==> src/rtl/hub75_fb_writer.sv <==
// Byte-stream to framebuffer writer for the HUB75 path: packs three bytes per
// word, writes sequential addresses and flips the double buffer at frame end.
module hub75_fb_writer #(
    parameter int NUM_WORDS = 16384,
    parameter int ADDR_W    = 14,
    parameter int DATA_W    = 20
) (
    input  logic              sys_clk,
    input  logic              rst,
    input  logic [7:0]        in_data,
    input  logic              in_valid,
    input  logic              in_sof,
    output logic              in_ready,
    input  logic              frame_start,
    output logic [DATA_W-1:0] fb_wdata,
    output logic [ADDR_W-1:0] fb_waddr,
    output logic              fb_we,
    output logic              selection,
    output logic              frame_done,
    output logic              err_sync
);

    typedef enum logic [1:0] {IDLE, RECV, SWAP_WAIT} state_t;

    localparam logic [ADDR_W-1:0] LAST_IDX = ADDR_W'(NUM_WORDS - 1);

    state_t              state_q, state_d;
    logic [1:0]          lane_q, lane_d;
    logic [ADDR_W-1:0]   widx_q, widx_d;
    logic [7:0]          b0_q, b0_d, b1_q, b1_d;
    logic [DATA_W-1:0]   wdata_q, wdata_d;
    logic [ADDR_W-1:0]   waddr_q, waddr_d;
    logic                we_q, we_d;
    logic                sel_q, sel_d;
    logic                fd_q, fd_d;
    logic                err_q, err_d;
    logic                accept;

    assign in_ready   = rst && (state_q != SWAP_WAIT);
    assign accept     = in_valid && in_ready;
    assign fb_wdata   = wdata_q;
    assign fb_waddr   = waddr_q;
    assign fb_we      = we_q;
    assign selection  = sel_q;
    assign frame_done = fd_q;
    assign err_sync   = err_q;

    always_comb begin
        state_d = state_q;
        lane_d  = lane_q;
        widx_d  = widx_q;
        b0_d    = b0_q;
        b1_d    = b1_q;
        wdata_d = wdata_q;
        waddr_d = waddr_q;
        we_d    = 1'b0;
        sel_d   = sel_q;
        fd_d    = 1'b0;
        err_d   = 1'b0;
        case (state_q)
            IDLE: begin
                if (accept && in_sof) begin
                    b0_d    = in_data;
                    lane_d  = 2'd1;
                    widx_d  = '0;
                    state_d = RECV;
                end
            end
            RECV: begin
                if (accept) begin
                    if (in_sof) begin
                        // Restart the frame; only a restart at word 0 lane 0 is clean.
                        err_d  = (lane_q != 2'd0) || (widx_q != '0);
                        b0_d   = in_data;
                        lane_d = 2'd1;
                        widx_d = '0;
                    end else begin
                        case (lane_q)
                            2'd0: begin
                                b0_d   = in_data;
                                lane_d = 2'd1;
                            end
                            2'd1: begin
                                b1_d   = in_data;
                                lane_d = 2'd2;
                            end
                            default: begin
                                // Little-endian pack; upper bits of the third byte are dropped.
                                wdata_d = DATA_W'({in_data, b1_q, b0_q});
                                waddr_d = widx_q;
                                we_d    = 1'b1;
                                lane_d  = 2'd0;
                                if (widx_q == LAST_IDX) begin
                                    widx_d  = '0;
                                    state_d = SWAP_WAIT;
                                end else begin
                                    widx_d = widx_q + ADDR_W'(1);
                                end
                            end
                        endcase
                    end
                end
            end
            SWAP_WAIT: begin
                if (frame_start) begin
                    sel_d   = ~sel_q;
                    fd_d    = 1'b1;
                    state_d = IDLE;
                end
            end
            default: state_d = IDLE;
        endcase
    end

    always_ff @(posedge sys_clk or negedge rst) begin
        if (!rst) begin
            state_q <= IDLE;
            lane_q  <= 2'd0;
            widx_q  <= '0;
            b0_q    <= 8'd0;
            b1_q    <= 8'd0;
            wdata_q <= '0;
            waddr_q <= '0;
            we_q    <= 1'b0;
            sel_q   <= 1'b0;
            fd_q    <= 1'b0;
            err_q   <= 1'b0;
        end else begin
            state_q <= state_d;
            lane_q  <= lane_d;
            widx_q  <= widx_d;
            b0_q    <= b0_d;
            b1_q    <= b1_d;
            wdata_q <= wdata_d;
            waddr_q <= waddr_d;
            we_q    <= we_d;
            sel_q   <= sel_d;
            fd_q    <= fd_d;
            err_q   <= err_d;
        end
    end

endmodule

==> config.mk <==
export PLATFORM = sky130hd
export DESIGN_NAME = hub75_fb_writer
export DESIGN_NICKNAME = d
export VERILOG_FILES = /design/src/rtl/hub75_fb_writer.sv
export SDC_FILE = /design/constraint.sdc
export NUM_CORES = 1
export LEC_CHECK = 0
export CAP_MARGIN = 40
export CELL_PAD_IN_SITES_DETAIL_PLACEMENT = 1
export CELL_PAD_IN_SITES_GLOBAL_PLACEMENT = 1
export CORE_MARGIN = 2
export CORE_UTILIZATION = 45
export CTS_CLUSTER_DIAMETER = 120
export DETAILED_ROUTE_END_ITERATION = 10
export PLACE_DENSITY_LB_ADDON = 0.1
export SLEW_MARGIN = 20
export SYNTH_ARGS = -nofsm -noshare
export SYNTH_HDL_FRONTEND = slang
export SYNTH_SLANG_ARGS = --single-unit
==> constraint.sdc <==
create_clock -name sys_clk -period 2.8 [get_ports sys_clk]
set_input_delay 0.56 -clock sys_clk [delete_from_list [all_inputs] [get_ports sys_clk]]
set_output_delay 0.56 -clock sys_clk [all_outputs]
set_load 0.02 [all_outputs]
# Word-level counts from Yosys, hierarchy flattened
# Index checks and enable logic that the tools add are counted.
[classes]
reduce_logical = 17
n_mux = 31
n_eq_ne = 13
bitwise_logic = 3
n_addsub = 1
[op_table]
columns = ["op", "count"]
rows = [
  ["14-bit 2-to-1 mux", 5],
  ["8-bit 2-to-1 mux", 4],
  ["14-bit case mux with 2 select lines", 1],
  ["2-bit 2-to-1 mux", 8],
  ["8-bit case mux with 2 select lines", 1],
  ["4-bit AND reduction", 4],
  ["14-bit by 1-bit adder with 14-bit output (second input constant)", 1],
  ["14-bit == test (second input constant)", 1],
  ["2-bit != test (second input constant)", 7],
  ["14-bit nonzero test", 1],
  ["1-bit 2-to-1 mux", 9],
  ["2-bit case mux with 2 select lines", 2],
  ["3-bit != test (second input constant)", 2],
  ["2-bit case mux with 3 select lines", 1],
  ["6-bit AND reduction", 1],
  ["2-bit by 1-bit == test with 1-bit output (second input constant)", 2],
  ["2-bit zero test", 2],
  ["2-bit nonzero test", 2],
  ["1-bit logical AND", 3],
  ["1-bit NOT", 3],
  ["3-bit AND reduction", 1],
  ["2-bit == test (second input constant)", 1],
  ["2-bit AND reduction", 1],
  ["2-bit OR reduction", 1],
  ["1-bit logical OR", 1],
]
[word_totals]
out_inout_bits = 39
register_bits = 72
input_bits = 13
elab_cells = 76

# Longest topological paths before layout
[logic_depth]
ltp_word = 6
mapped_depth = 6
depth_no_buf = 5

# Worst setup path after synthesis
# OpenSTA, ideal clock, no wires.
[synth_path]
path_type = "input-to-reg"
startpoint = "input in_sof"
endpoint = "register b1_q[0]"
t_arrival_ps = 1774
path_buffers = 1
setup_time_ps = 125
slack_ps = 901
cell_stages = 4
path_cell_list = "or3b_1 buf_6 nor4_4 mux2_2"
[synth_via]
elab_chain_len = 2
[synth_lines]
columns = ["element", "line_no", "source"]
rows = [
  ["start: declaration", "12", "input logic in_sof,"],
  ["1-bit NOT (no source line)", "--", ""],
  ["4-bit AND reduction (no source line)", "--", ""],
  ["end signal: assignment", "121", "b1_q <= 8'd0;"],
  ["end signal: assignment", "133", "b1_q <= b1_d;"],
  ["end: declaration", "30", "logic [7:0] b0_q, b0_d, b1_q, b1_d;"],
]
# Every way passes these cells.
# A chain may end at the register's enable or synchronous reset.

# Worst setup path in the final report
[layout_path]
startpoint = "register state_q[0]"
endpoint = "output in_ready"
[layout_via]
elab_chain_len = 2
[layout_lines]
columns = ["element", "line_no", "source"]
rows = [
  ["start: declaration", "27", "state_t state_q, state_d;"],
  ["start signal: assignment", "129", "state_q <= state_d;"],
  ["2-bit != test", "39", "assign in_ready = rst && (state_q != SWAP_WAIT);"],
  ["1-bit logical AND", "39", ""],
  ["end: declaration", "13", "output logic in_ready,"],
]
# Every way passes these cells.

==> impl_metrics.py <==
metrics = {
    "outcome": {
        "status": "finished, final reports clean",
    },
    "worst_setup_path": {
        "cp_num_buf_inv": 2,
        "critPathTopFamily": "buffers and inverters",
        "path_max_fanout": 7,
        "cp.arrival_ns": 1.73,
        "crit_chain": "inv_1 -> nand2_1 -> and2_1 -> clkdlybuf4s50_1",
        "slowest_stage": "clkdlybuf4s50_1",
        "critical_path_class": "flop to output port",
        "critPathCaptureType": "output port",
        "crit_required_ns": 2.24,
        "critPathMaxStageDelay_ns": 0.53,
        "start_kind": "flop",
    },
    "sta": {
        "rsz0062_at_grt": "no",
        "period_minus_slack_ns": 2.292,
        "skew_ns": 0.01131,
        "drv_slew": 0,
        "tightest_slew_ns": 0.5866,
        "finalSetupViolCount": 0,
        "max_freq_mhz": 436.3,
        "fin_setup_tns_ns": 0,
        "final-hold-violation-count": 0,
        "slew_headroom": 0.6060,
        "final.period_utilization": 0.8185,
    },
    "global_route": {
        "grt_max_degree": 43,
        "grt.overflow.total": 0,
        "grtUsageMet3": 0.05048,
        "grtUsageMet1": 0.2716,
        "grt.busiest_layer": "met2",
        "grt_pass1_wl_mm": 11.82,
        "antenna_found_initial": 0,
        "first_global_vias": 2463,
        "grt.total_usage": 0.2048,
        "grt.met2_usage": 0.3301,
    },
    "power_and_ir_drop": {
        "vdd_drop_max_mv": 0.4982,
        "p_sw_mw": 0.9732,
        "powerDensity_nw_per_um2": 855.4,
        "power.share.combinational": 0.272,
        "swShare": 0.2889,
        "internal-power_mw": 2.396,
        "p_clk_frac": 0.293,
        "pwr-share-seq": 0.434,
        "p_leak_nw": 1.715,
    },
    "synth": {
        "async_flop_share": 1.000,
        "synth_area_sq_um": 3072,
        "yosysSeqAreaShare": 0.5866,
        "yosysTopAreaCell": "dfrtp_1",
        "synthCells": 242,
        "synth_edf_count": 0,
        "syn_nets": 257,
        "synth.avg_cell_area_sq_um": 12.69,
        "yosysTopAreaCellShare": 0.5866,
        "ys_warn_count": 0,
        "synthTopCellsByArea": "dfrtp_1 (59%), mux2_2 (17%), o21ai_0 (3.4%)",
        "synthFlopType": "dfrtp_1",
        "synth_cell_types": 36,
        "ys_ff_latch": 72,
    },
    "routing": {
        "drtAntennaViolNets": 0,
        "drtIter0Drc": 82,
        "vias": 2178,
        "drt_pass1_iterations": 4,
        "wl_per_cell_um": 17.31,
        "drc": 0,
        "routed_wl_mm": 6.732,
        "viasPerCell": 5.599,
    },
    "placement": {
        "dp_hpwl_mm": 4.731,
        "dp.cells": 373,
        "place.gp.congestion": 0.8641,
        "io_buffers": 51,
    },
    "die": {
        "dieArea_sq_um": 7503,
        "initial_utilization": 0.4597,
        "rows": 30,
        "core_sq_um": 6681,
        "io_pins": 52,
        "die_h_um": 86.62,
        "die_w_um": 86.62,
    },
    "finish": {
        "stdcell_count": 389,
        "num-fill-cells": 679,
        "diodes": 0,
        "final_nets": 319,
        "drive_above_1_share": 0.2460,
        "area_growth_pct": 28.23,
    },
    "clock_network": {
        "cts_tree": "yes",
        "clk_path_buf_depth": 2,
        "clock_latency_ns": 0.34,
        "clk_pin_slew_ns": 0.08,
        "cts-root-buf": "clkbuf_8",
        "cts_sinks": 72,
        "cts_hold_buf": 0,
        "cts_setup_buffers": 0,
        "h-tree-depth": 3,
        "numCtsBuffers": 9,
        "cts_resized": 0,
    },
    "hold_path": {
        "min_path_type": "primary input to asynchronous set/reset pin",
    },
    "run": {
        "cap_violations": 0,
    },
}
## cells by family after synthesis
family / after synthesis / synth area share
flip-flops: 72 / 0.5866
buffers and inverters: 15 / 0.02566
multiplexers: 47 / 0.1719
AO/OA/AOI/OAI: 39 / 0.07088
adder cells (fa/ha/maj): 2 / 0.008145
AND/OR/NAND/NOR: 64 / 0.1283
XOR/XNOR: 3 / 0.008556
## cell usage in the layout, fill, tap and decap left out, drive strengths merged, types with 3 or more instances in the layout
master          n
dfrtp          72
clkdlybuf4s50  50
mux2           46
o21ai          21
nand2          17
a21oi          10
clkbuf         10
inv             9
nand3           8
nor4            8
buf             8
nor2            7
o31ai           4
or3             4
nand4           3
or4             3
nor3            3
bufinv          3
and3            3
## routing by layer
layer,vias up,wire length [um]
met5,-,0
met4,0,70
met3,6,208
met2,43,3345
met1,1123,3109
li1,1006,-
## cells in the mapped netlist, types with 3 or more instances
master / number
nor2_1: 6
nand3_1: 8
o21ai_0: 21
buf_4: 4
or3_1: 3
dfrtp_1: 72
or4_1: 3
o31ai_1: 4
mux2_2: 46
nor3_1: 3
inv_1: 8
nand2_1: 17
a21oi_1: 10
nor4_1: 7
nand4_1: 3
## layout make-up
cell class,count,area (sq um),area share
clock inverter,6,115.1,0.02922
sequential,72,1802,0.4574
timing repair buffer,58,573.1,0.1455
clock buffer,10,127.6,0.03240
inverter,8,30.03,0.007624
tap,80,100.1,0.02541
multi-input combinational,155,1191,0.3024
## registers in the layout, indices dropped and copies added, names as in the netlist, 2 cells and up
| name | count |
|---|---|
| fb_wdata | 20 |
| fb_waddr | 14 |
| state_q | 2 |
| lane_q | 2 |
| b1_q | 8 |
| widx_q | 14 |
| b0_q | 8 |
## stage by stage
step | setup slack [ns] | hold slack, ns | instance area, sq um | power [mW] | util
floorplan | 0.9013 | 0.2644 | 3072 | 1.956 | -
global placement | 0.3141 | 0.4455 | 3696 | 2.377 | 0.5532
detailed placement | 0.2757 | 0.4466 | 3696 | 2.411 | 0.5532
CTS | 0.4928 | 0.06989 | 3939 | 3.418 | 0.5895
global route | 0.3980 | 0.07527 | 3939 | 3.556 | 0.5895
finish | 0.5082 | 0.07568 | 3939 | 3.369 | 0.5895
## power by group through the flow
| stage | Combinational (mW) | Clock, mW | Sequential [mW] |
|---|---|---|---|
| 2_1_floorplan | 0.323 | 0 | 1.63 |
| 3_3_place_gp | 0.901 | 0 | 1.48 |
| 3_5_place_dp | 0.925 | 0 | 1.49 |
| 4_1_cts | 0.932 | 1.02 | 1.47 |
| 5_1_grt | 0.992 | 1.06 | 1.50 |
| 6_report | 0.917 | 0.989 | 1.46 |
## worst paths after layout
path | startpoint | to | slack, ns | cells past startpoint
worst max-delay path | state_q[0] | in_ready | 0.51 | 4
max in group asynchronous | rst | b0_q[1] | 1.93 | 2
worst min-delay path | rst | state_q[0] | 0.08 | 1
min in group sys_clk | selection | selection | 0.47 | 1
worst min register to register | selection | selection | 0.47 | 1
worst max register to register | state_q[1] | b1_q[0] | 0.79 | 4
Note: power is estimated with default switching activity, not from simulation.
